**config.mk**
```make
export PLATFORM = sky130hd
export DESIGN_NAME = ledseq_n
export DESIGN_NICKNAME = d
export VERILOG_FILES = /design/src/rtl/ledseq_n.sv
export SDC_FILE = /design/constraint.sdc
export NUM_CORES = 1
export LEC_CHECK = 0
export BUFFER_PORTS_ARGS = -buffer_cell sky130_fd_sc_hd__buf_2
export CAP_MARGIN = 20
export CORE_MARGIN = 1.5
export CORE_UTILIZATION = 53
export DETAILED_ROUTE_END_ITERATION = 8
export GPL_TIMING_DRIVEN = 0
export PLACE_DENSITY_LB_ADDON = 0.25
export SLEW_MARGIN = 15
export SYNTH_ARGS = -nofsm -noshare
export SYNTH_HDL_FRONTEND = slang
export SYNTH_SLANG_ARGS = --single-unit
export TNS_END_PERCENT = 1
```
**constraint.sdc**
```tcl
create_clock -name CLK -period 1.7 [get_ports CLK]
set_input_delay 0.085 -clock CLK [delete_from_list [all_inputs] [get_ports CLK]]
set_output_delay 0.085 -clock CLK [all_outputs]
set_load 0.005 [all_outputs]
```
**src/rtl/ledseq_n.sv**
```systemverilog
// LED pattern sequencer: bounce, shift-up, shift-down and bar-fill animations stepped by a prescaler.
// Define LEDSEQ_SPEED_EN to add the SPD input and a 2-bit speed register that shortens the step period.
module ledseq_n #(
    parameter int NLED       = 4,
    parameter int PRESCALE_W = 23
) (
    input  logic            CLK,
    input  logic            RST,
    input  logic            NEXT,
    input  logic            PAUSE,
`ifdef LEDSEQ_SPEED_EN
    input  logic            SPD,
`endif
    output logic [NLED-1:0] LED,
    output logic [1:0]      MODE,
    output logic            TICK
);

    localparam int            PW       = $clog2(NLED + 1);
    localparam logic [PW-1:0] POS_LAST = PW'(NLED - 1);
    localparam logic [PW-1:0] POS_FULL = PW'(NLED);

    typedef enum logic [1:0] {
        MODE_BOUNCE   = 2'd0,
        MODE_SHIFT_UP = 2'd1,
        MODE_SHIFT_DN = 2'd2,
        MODE_BAR      = 2'd3
    } mode_e;

    mode_e                 mode_q, mode_d;
    logic [PW-1:0]         pos_q, pos_d;
    logic                  dir_q, dir_d;
    logic [PRESCALE_W-1:0] pre_q, pre_d;
    logic [PRESCALE_W-1:0] tick_mask;
    logic                  restart;
    logic                  tick;

`ifdef LEDSEQ_SPEED_EN
    logic [1:0] speed_q, speed_d;

    // Each speed step drops one prescaler bit from the tick compare, doubling the rate.
    assign tick_mask = {PRESCALE_W{1'b1}} >> speed_q;
    assign restart   = NEXT | SPD;
    assign speed_d   = SPD ? speed_q + 2'd1 : speed_q;

    always_ff @(posedge CLK) begin
        if (RST) speed_q <= 2'd0;
        else     speed_q <= speed_d;
    end
`else
    assign tick_mask = {PRESCALE_W{1'b1}};
    assign restart   = NEXT;
`endif

    assign tick = !PAUSE && ((pre_q & tick_mask) == tick_mask);

    always_comb begin
        pre_d  = pre_q;
        pos_d  = pos_q;
        dir_d  = dir_q;
        mode_d = mode_q;
        if (restart)     pre_d = '0;
        else if (!PAUSE) pre_d = pre_q + PRESCALE_W'(1);
        // A coincident tick is dropped so the new mode always starts from its first frame.
        if (NEXT) begin
            mode_d = mode_e'(mode_q + 2'd1);
            pos_d  = '0;
            dir_d  = 1'b0;
        end else if (tick) begin
            case (mode_q)
                MODE_BOUNCE: begin
                    if (!dir_q) begin
                        pos_d = pos_q + PW'(1);
                        if (pos_q + PW'(1) == POS_LAST) dir_d = 1'b1;
                    end else begin
                        pos_d = pos_q - PW'(1);
                        if (pos_q == PW'(1)) dir_d = 1'b0;
                    end
                end
                MODE_SHIFT_UP, MODE_SHIFT_DN: pos_d = (pos_q == POS_LAST) ? '0 : pos_q + PW'(1);
                MODE_BAR:                     pos_d = (pos_q == POS_FULL) ? '0 : pos_q + PW'(1);
                default:                      pos_d = pos_q;
            endcase
        end
    end

    always_ff @(posedge CLK) begin
        if (RST) begin
            mode_q <= MODE_BOUNCE;
            pos_q  <= '0;
            dir_q  <= 1'b0;
            pre_q  <= '0;
        end else begin
            mode_q <= mode_d;
            pos_q  <= pos_d;
            dir_q  <= dir_d;
            pre_q  <= pre_d;
        end
    end

    // Per-bit decode keeps every LED defined even for pos values a mode never reaches.
    always_comb begin
        LED = '0;
        for (int i = 0; i < NLED; i++) begin
            case (mode_q)
                MODE_BOUNCE, MODE_SHIFT_UP: LED[i] = (pos_q == PW'(i));
                MODE_SHIFT_DN:              LED[i] = (pos_q == PW'(NLED - 1 - i));
                MODE_BAR:                   LED[i] = (PW'(i) < pos_q);
                default:                    LED[i] = 1'b0;
            endcase
        end
    end

    assign MODE = mode_q;
    assign TICK = tick;

endmodule
```
; ---- Word level (Yosys, flattened, before mapping)
; Cells that the tools add are included.
[word_totals]
register_bits = 29
in_bits = 4
out_inout_bits = 7
word_cells = 40
[classes]
addsub = 4
magnitude_cmp = 4
n_eq_ne = 9
mux = 11
reduce_logical = 8
[ops]
columns = op, count
row1 = $add A23 B1 Y23 const B, 1
row2 = $eq A23 B23 Y1 const B, 1
row3 = $pmux W1 S3, 4
row4 = $eq A3 B2 Y1 const B, 3
row5 = $mux W3, 3
row6 = $pmux W3 S3, 1
row7 = $lt A1 B3 Y1 const A, 2
row8 = $lt A2 B3 Y1 const A, 2
row9 = $reduce_or A2 Y1, 3
row10 = $eq A2 B2 Y1 const B, 2
row11 = $add A3 B1 Y3 const B, 1
row12 = $eq A3 B1 Y1 const B, 1
row13 = $eq A3 B3 Y1 const B, 1
row14 = $logic_not A3 Y1, 1
row15 = $mux W1, 3
row16 = $sub A3 B1 Y3 const B, 1
row17 = $add A2 B1 Y2 const B, 1
row18 = $eq A2 B1 Y1 const B, 1
row19 = $logic_not A2 Y1, 1
row20 = $reduce_and A2 Y1, 1
row21 = $logic_and A1 B1 Y1, 1
row22 = $logic_not A1 Y1, 1

; ---- Longest topological paths before layout
; Gate-level depths: netlist (run 1).
[depth]
word_depth = 4
depth_mapped = 7
mapped_depth_nobuf = 6

; ---- Worst setup path after synthesis (run 1)
; No wires, ideal clock.
[synth_path]
kind = register to register
start = reg pre_q[0]
end = reg pos_q[0]
setup_ns = 0.070
t_arrival_ns = 1.769
required_time_ns = 1.630
setup_slack_ns = -0.139
stages_incl_launch_ff = 7
n_path_buf = 1
period_less_slack_ns = 1.839
cell_sequence = dfxtp_1 > ha_1 > nand4b_2 > or3_1 > clkbuf_1 > or4_1 > a21oi_1
[synth_between]
elab_chain_cells = 2
[synth_rtl]
columns = element, line_no
row1 = from (decl), 33  ; logic [PRESCALE_W-1:0] pre_q, pre_d;
row2 = from (signal assigned), 97  ; pre_q <= pre_d;
row3 = $eq A23 B23 Y1, 55  ; assign tick = !PAUSE && ((pre_q & tick_mask) == tick_mask);
row4 = $logic_and A1 B1 Y1, 55
row5 = to (signal assigned), 95  ; pos_q <= pos_d;
row6 = to (decl), 31  ; logic [PW-1:0] pos_q, pos_d;
; Every way passes these cells.
; A chain may end at the register's enable or synchronous reset.

; ---- Worst setup path in the final report (run 1)
[layout_path]
start = reg pre_q[0]
end = reg pre_q[11]
[layout_between]
elab_chain_cells = 1
[layout_rtl]
columns = element, line_no
row1 = $add A23 B1 Y23, 63  ; else if (!PAUSE) pre_d = pre_q + PRESCALE_W'(1);
; Every way passes these cells.

==> out/metrics.cfg, run 1 <==
[floorplan]
coreArea_um2=3003
die-area_um2=3460
rows=20
initial_core_util_pct=55.00
die_w_um=58.82
pin_count=11
die_y_um=58.82

[global_route]
grt_pass1_vias=1500
gr-total-overflow=0
grt_start_max_net_pins=11
grt_pass1_wl_um=6348
track_usage_pct=23.80
antenna_found_initial=0

[run_status]
violations=negative setup slack
status=complete, but fails checks

[timing]
rsz0062_at_grt=true
min_period_ps=1770
slew_headroom_pct=66.85
tightest_slew_ps=497.3
holdWs_ps=55.88
final-setup-viol-count=8
slew_violations=0
hold_viol=0
layout_setup_ws_ps=-69.53
fin_crit_sh_pct=104.1
tns_ps=-279.6
fmax_ghz=0.5651
clock_skew_ps=16.87

[drt]
wire_per_inst_um=14.95
ant_nets=0
firstDrtPassIters=4
dr.first_iter.drc_count=58
num_vias=1559
post-route-drc-count=0
drt-total-wl_um=3857
drt-vias-per-instance=6.043

[synth]
ys_warn_count=0
netlist_top_cells_area=dfxtp_1, ha_1, a21oi_1
synth_most_common_cell=dfxtp_1
ys_seq_area_share_pct=35.15
synth_seq_cells=29
synth_common_cells=dfxtp_1, nor2_1, a21oi_1, o21ai_0, inv_1
synth_cell_types=41
synth_edf_count=0
netlist.area_leader.share_pct=35.15
async_flop_share_pct=0
synthesis.nets=210
syn_inst=196
yosysTopAreaCell=dfxtp_1
synth.avg_cell_area_um2=8.426
synth_area_um2=1652
synth_flop_cell=dfxtp_1

[setup_path]
crit_fanout=5
path_class=flop to flop
crit_path_end_kind=flop
crit_arrival_ps=2020
startpoint_type=flop
cp.required_ps=1950

[power_and_ir_drop]
pwr_density_cell_nw_per_um2=671.3
vdd_drop_max_mv=0.6020
switching_share_pct=22.68
internal_power_w=0.001076
combPwrFrac_pct=7.7
switching_power_w=0.0003156
p_clk_share_pct=42.9
design_power_total_w=0.001392
p_seq_share_pct=49.4
leakagePower_nw=0.7351

[placement]
place_ws_ps=-196.7
gp_congestion=0.8105
dp_hpwl_um=2565
io_buffers=10
dpl-instance-area_um2=1769

[flow_run]
max-cap-violations=0

[clocking]
ctsRootBufferMaster=clkbuf_4
ctsHtreeMaxLevel=2
clkTransAtPathRegs_ps=90
clockBufferDepth=2
cts_buffers=5
cts_tree=built
clk_latency_ps=330
cts_sinks=29

[hold_path]
hp-class=input port to flop

[cells_and_area]
syn2layout_area_growth_pct=25.53
antenna_cells=0
layout-drive-gt1-share_pct=32.89
nNetsFinal=238
finish.instance_area_um2=2073
fillers=236

[worst paths after layout]
path | from | to | slack [ps] | depth (start not counted)
setup / recovery | pre_q[0] | pre_q[11] | -70 | 5
hold / removal | NEXT | MODE[0] | 60 | 3
setup reg to reg | pre_q[0] | pre_q[11] | -70 | 5
hold reg to reg | pre_q[13] | pre_q[13] | 510 | 2
[kinds of logic (layout without fill, tap and decap cells)]
group,count (synthesis),after routing,synth area share (%)
muxes,5,5,3.106
xor gates and xnor gates,12,12,6.364
buffers and inverters,20,49,5.075
and+or+nand+nor,70,70,24.54
AOI/OAI and AO/OA,50,50,18.18
adders and majority gates,10,10,7.576
DFF,29,29,35.15
[routing by layer]
layer / vias to the layer above / routed length [µm] / global-route usage [%] / share of wire (%)
li1: 777 / - / - / -
met5: - / 0 / 0 / 0
met1: 750 / 1698 / 27.03 / 44
met3: 4 / 125 / 6.593 / 3.2
met4: 0 / 38 / 7.143 / 0.99
met2: 28 / 1994 / 43.02 / 52
[critical path, cell delays in order (launching register included)]
cell,delay (ps)
dfxtp_4,370
and4b_2,230
or4b_4,490
buf_6,150
or3_4,330
a21oi_2,120
[sequential cells by signal, summed over array words and instances (netlist names)]
register  flops
dir_q         1
pre_q        23
pos_q         3
MODE          2
[power by group through the flow]
stage / Clock (W) / Sequential, W / Combinational [W]
global route: 0.000637 / 0.000689 / 0.000116
finish: 0.000597 / 0.000688 / 0.000107
CTS: 0.000607 / 0.000692 / 0.0000989
detailed placement: 0 / 0.000709 / 0.0000903
floorplan: 0 / 0.000709 / 0.0000586
global placement: 0 / 0.000708 / 0.0000869
[cells in the final DEF (no fill, tap or decap), drive strengths merged, types with 2 or more instances in the layout]
master,Yosys,routed
or3,9,9
a21boi,2,2
inv,12,12
or4,5,5
nor2,18,18
dfxtp,29,29
o31ai,4,4
a21oi,17,17
ha,10,10
a31oi,2,2
and4,3,3
buf,4,25
nand4,5,5
nor3,3,3
xor2,6,6
and3,2,2
xnor2,6,6
a22oi,2,2
o21ai,17,17
nand2,11,11
or4b,2,2
a2111o,2,2
nand3,5,5
mux2i,4,4
clkbuf,4,10
[timing repair]
action	in CTS	in global routing
buffers inserted	11	0
setup endpoints to repair	20	19
gates resized for setup	30	17
hold buffers	1	0
pin swaps	15	3
gates cloned	1	0
hold endpoints to repair	2	0
[cell type report]
type / count / area [µm²] / area share [%]
Clock inverter: 1 / 30.03 / 1.448
Sequential cell: 29 / 608.1 / 29.33
Inverter: 12 / 45.04 / 2.173
Multi-Input combinational cell: 147 / 1100 / 53.05
Tap cell: 33 / 41.29 / 1.992
Timing Repair Buffer: 23 / 151.4 / 7.302
Buffer: 6 / 42.54 / 2.052
Clock buffer: 7 / 55.05 / 2.655
[metrics by stage]
step                instances  util, %
floorplan                 196        -
global placement          239    58.92
detailed placement        239    58.92
CTS                       258    67.42
global route              258    69.04
finish                    258    69.04
Note: power is estimated with default switching activity, not from simulation.
==> inputs of run 2 (changes only) <==
--- a/config.mk
+++ b/config.mk
@@ -10,7 +10,6 @@
 export CORE_MARGIN = 1.5
 export CORE_UTILIZATION = 53
 export DETAILED_ROUTE_END_ITERATION = 8
-export GPL_TIMING_DRIVEN = 0
 export PLACE_DENSITY_LB_ADDON = 0.25
 export SLEW_MARGIN = 15
 export SYNTH_ARGS = -nofsm -noshare
==> run 2 against run 1 <==
The run still ends with negative setup slack left. Clock skew shrank 8.7 ps. Total power shrank 11%. Global-route usage grew 1.6 points. Maximum frequency shrank 4.2%. Count of clock-buffer cells in the layout is the same. Sequential power grew 0.6%. Die area is the same. Via count grew 1.2%. Hold slack gained 21 ps.
==> out/metrics.cfg, run 2 (synthesis results as in run 1) <==
[setup_path]
crit_fanout=5
r2r_cells=6
crit_path_end_kind=flop
startpoint_type=flop
path_class=flop to flop
crit_chain=ha_4 -> nand4b_4 -> or3_4 -> buf_6 -> or4_4 -> a21oi_2
cp_num_buf_inv=1
crit_arrival_ps=2120
cp.required_ps=1970
slowest_stage=or4_4
slowest_delay_ps=480
critPathTopFamily=simple AND/OR/NAND/NOR gates
cp.depth=6

[timing]
layout_setup_ws_ps=-147.2
rsz0062_at_grt=true
min_period_ps=1847
fmax_ghz=0.5414
hold_viol=0
clock_skew_ps=8.206
tightest_slew_ps=333.9
slew_violations=0
slew_headroom_pct=77.42
final-setup-viol-count=9
tns_ps=-643.1
fin_crit_sh_pct=108.7

[floorplan]
die_w_um=58.82
pin_count=11
initial_core_util_pct=55.00
coreArea_um2=3003
die_y_um=58.82
rows=20
die-area_um2=3460

[power_and_ir_drop]
switching_share_pct=25.05
p_seq_share_pct=55.8
p_clk_share_pct=35.0
vdd_drop_max_mv=0.3277
switching_power_w=0.0003108
pwr_density_cell_nw_per_um2=589.7
design_power_total_w=0.001240
leakagePower_nw=0.7791
combPwrFrac_pct=9.1
internal_power_w=0.0009296

[placement]
place_ws_ps=-190.4
gp_congestion=0.8011
dpl-instance-area_um2=1924
io_buffers=10
dp_hpwl_um=2782
placedCellCount=257

[drt]
wire_per_inst_um=14.72
post-route-drc-count=0
firstDrtPassIters=5
num_vias=1578
ant_nets=0
drt-total-wl_um=3931
dr.first_iter.drc_count=72
drt-vias-per-instance=5.910

[clocking]
cts_buffers=5
ctsRootBufferMaster=clkbuf_4
ctsHtreeMaxLevel=2
cts_sinks=29
clk_latency_ps=330
clkTransAtPathRegs_ps=90
cts_tree=built
clockBufferDepth=2

[run_status]
violations=negative setup slack
status=complete, but fails checks

[global_route]
grt_start_max_net_pins=17
antenna_found_initial=0
gr-total-overflow=0
grt_pass1_wl_um=6686
track_usage_pct=25.39
grt_pass1_vias=1537

[hold_path]
holdPathStages=3
hp-class=input port to flop

[cells_and_area]
final_common_cell=buf_4
antenna_cells=0
largest_reg_flops=23
layout-drive-gt1-share_pct=31.20
nNetsFinal=248
syn2layout_area_growth_pct=27.35
finish.instance_area_um2=2103
largest-register=pre_q
mostFrequentLayoutCells=buf_4, dfxtp_1, a21oi_1, o21ai_0, nor2_1
layout.cells.non_filler=267
fillers=244

[flow_run]
max-cap-violations=0

[run 2: changes by cell type in the layout (fill, tap and decap cells not counted), moves of 2 or more]
| cell | change |
|---|---|
| dfxtp_1 | +6 |
| inv_2 | -2 |
| ha_2 | -3 |
| inv_1 | +2 |
| buf_4 | +16 |
| ha_1 | +3 |
| dfxtp_2 | -3 |
| dfxtp_4 | -3 |
[run 2: final cells by class]
| cell class | count | area, µm² | share of cell area (%) |
|---|---|---|---|
| Multi-Input combinational cell | 147 | 1091 | 51.87 |
| Sequential cell | 29 | 593.1 | 28.20 |
| Timing Repair Buffer | 39 | 277.8 | 13.21 |
| Clock buffer | 7 | 55.05 | 2.617 |
| Inverter | 12 | 45.04 | 2.142 |
| Tap cell | 33 | 41.29 | 1.963 |
[run 2: metrics by stage]
step | hold WS [ps] | util [%]
after global routing | 80.18 | 70.04
final | 76.91 | 70.04
after global placement | 281.2 | 64.08
after floorplan | 157.4 | -
after detailed placement | 283.4 | 64.08
after CTS | 43.43 | 67.75
[run 2: worst paths after layout]
check	end	startpoint	slack [ps]
max	pre_q[22]	pre_q[0]	-150
min	MODE[0]	NEXT	80
max reg2reg	pre_q[22]	pre_q[0]	-150
min reg2reg	pre_q[17]	pre_q[17]	510
[run 2: metal layers]
metal | global-route usage, % | routed length [µm] | part of all wire (%)
met5 | 0 | 0 | 0
met4 | 9.740 | 66 | 1.7
met3 | 6.374 | 134 | 3.4
met2 | 44.60 | 2082 | 53
met1 | 29.43 | 1647 | 42
[run 2: power groups by stage]
stage	clock (W)	combinational [W]	sequential, W
2_1_floorplan	0	0.0000586	0.000709
3_3_place_gp	0	0.0000952	0.000708
3_5_place_dp	0	0.0000995	0.000709
4_1_cts	0.000441	0.000103	0.000694
5_1_grt	0.000473	0.000125	0.000694
6_report	0.000435	0.000113	0.000692
[run 2: timing repair]
item	in CTS	in global routing
setup endpoints to repair	15	20
gates resized for setup	9	18
pin swaps	8	5
hold buffers	1	0
gates cloned	0	0
setup buffers	2	0
endpoints found under the hold margin	2	0
[run 2: worst min-delay path, delay by kind of cell]
kind | cells | cell delay, ps
XOR/XNOR | 1 | 80
AND/OR/NAND/NOR | 1 | 80
buffers and inverters | 1 | 130
==> inputs of run 3 (changes only) <==
--- a/config.mk
+++ b/config.mk
@@ -10,6 +10,7 @@
 export CORE_MARGIN = 1.5
 export CORE_UTILIZATION = 53
 export DETAILED_ROUTE_END_ITERATION = 8
+export HOLD_SLACK_MARGIN = 0.08
 export PLACE_DENSITY_LB_ADDON = 0.25
 export SLEW_MARGIN = 15
 export SYNTH_ARGS = -nofsm -noshare
==> run 3 against run 2 <==
The run still ends with negative setup slack left. Design area is 0.95% higher. Final cell count increased by 0.75%. Routed wire length increased by 1.4%. Register-to-register slack barely moved. Die area unchanged. Via count unchanged. Hold slack better by 76 ps. Count of clock-buffer cells in the layout unchanged. Critical path depth is the same. Clock skew increased by 1.5 ps. Critical path type unchanged. Largest cell class unchanged. Largest power group unchanged.
==> out/metrics.cfg, run 3 (synthesis results as in run 1) <==
[placement]
io_buffers=10
dp_hpwl_um=2782
placedCellCount=257
gp_congestion=0.8011

[power_and_ir_drop]
pwr_density_cell_nw_per_um2=585.7
leakagePower_nw=0.7888
vdd_drop_max_mv=0.3183

[cells_and_area]
antenna_cells=0
layout-drive-gt1-share_pct=30.93
largest_reg_flops=23
mostFrequentLayoutCells=buf_4, dfxtp_1, a21oi_1, o21ai_0, nor2_1
fin_util_pct=70.71
final_common_cell=buf_4
layout.cells.non_filler=269
largest-register=pre_q
syn2layout_area_growth_pct=28.56
nNetsFinal=250

[clocking]
cts_sinks=29
clockBufferDepth=2
clkTransAtPathRegs_ps=90
cts_tree=built
ctsHtreeMaxLevel=2
clk_latency_ps=330
cts_buffers=5
ctsRootBufferMaster=clkbuf_4

[flow_run]
max-cap-violations=0

[setup_path]
crit_fanout=5
ff2ff_setup_slack_ps=-140
crit_path_end_kind=flop
crit_arrival_ps=2110
path_class=flop to flop
r2r_end=pre_q[22]
startpoint_type=flop
cp.required_ps=1970
cp-startpoint=pre_q[0]
timing.rr.start=pre_q[0]
r2r_cells=6

[floorplan]
die-area_um2=3460
pin_count=11
rows=20
die_w_um=58.82
coreArea_um2=3003
die_y_um=58.82
initial_core_util_pct=55.00

[drt]
num_vias=1578
drt-total-wl_um=3987
drt-vias-per-instance=5.866
firstDrtPassIters=4
post-route-drc-count=0
ant_nets=0
dr.first_iter.drc_count=56
wire_per_inst_um=14.82

[timing]
clock_skew_ps=9.657
fin_crit_sh_pct=108.3
final-setup-viol-count=9
rsz0062_at_grt=true
fmax_ghz=0.5431
hold_viol=0
min_period_ps=1841
layout_setup_ws_ps=-141.4
tightest_slew_ps=328.4
slew_violations=0
slew_headroom_pct=77.80

[hold_path]
hp-class=input port to flop
holdPathStages=4
hold_end=pre_q[1]
hold_start=PAUSE

[run_status]
status=complete, but fails checks
violations=negative setup slack

[global_route]
track_usage_pct=25.84
gr-total-overflow=0
grt_pass1_wl_um=6810
grt_start_max_net_pins=17
antenna_found_initial=0
grt_pass1_vias=1559

-- run 3: critical path, stage by stage, from the launching register on --
cell,delay (ps)
dfxtp_2,370
ha_4,150
nand4b_4,90
or3_4,440
buf_6,140
or4_4,480
a21oi_2,130
-- run 3: stage by stage --
step | hold WS, ps | setup slack (ps) | area (µm²) | TNS (ps) | power, W
6_report | 152.9 | -141.4 | 2123 | -615.8 | 0.001244
5_1_grt | 163.5 | -199.3 | 2123 | -1606 | 0.001302
4_1_cts | 145.8 | -91.16 | 2054 | -301.9 | 0.001243
3_5_place_dp | 283.4 | -190.4 | 1924 | -829.3 | 0.0008087
3_3_place_gp | 281.2 | -97.06 | 1924 | -301.2 | 0.0008032
2_1_floorplan | 157.4 | -51.64 | 1678 | -253.2 | 0.0007671
-- run 3: repair_timing --
item                       4_1_cts  5_1_grt
setup buffers                    2        0
resized for setup                9       18
hold buffers                     3        0
pin swaps                        8        5
setup endpoints to repair       15       20
hold endpoints to repair         3        0
-- run 3: how the worst max path moves through the flow --
stage | endpoint | cells past startpoint
after global routing | pre_q[22] | 6
after CTS | pre_q[21] | 4
after detailed placement | pos_q[2] | 6
final | pre_q[22] | 6
after floorplan | pos_q[0] | 6
after global placement | pos_q[2] | 6
-- run 3: final cells by class --
class	count	area (µm²)
Clock buffer	7	55.05
Sequential cell	29	593.1
Timing Repair Buffer	41	297.8
Tap cell	33	41.29
Fill cell	233	879.6
Inverter	12	45.04
Multi-Input combinational cell	147	1091
-- run 3: layer usage --
metal | vias up | global-route usage, % | wire [µm]
li1 | 791 | - | -
met3 | 9 | 6.374 | 129
met2 | 27 | 45.56 | 2114
met4 | 0 | 9.740 | 78
met1 | 751 | 29.97 | 1664
met5 | - | 0 | 0
-- run 3: power breakdown --
| part | internal, W | total, W | switching, W |
|---|---|---|---|
| clock network | 0.000195 | 0.000432 | 0.000237 |
| registers | 0.000683 | 0.000692 | 0.00000868 |
| logic | 0.0000557 | 0.000120 | 0.0000640 |
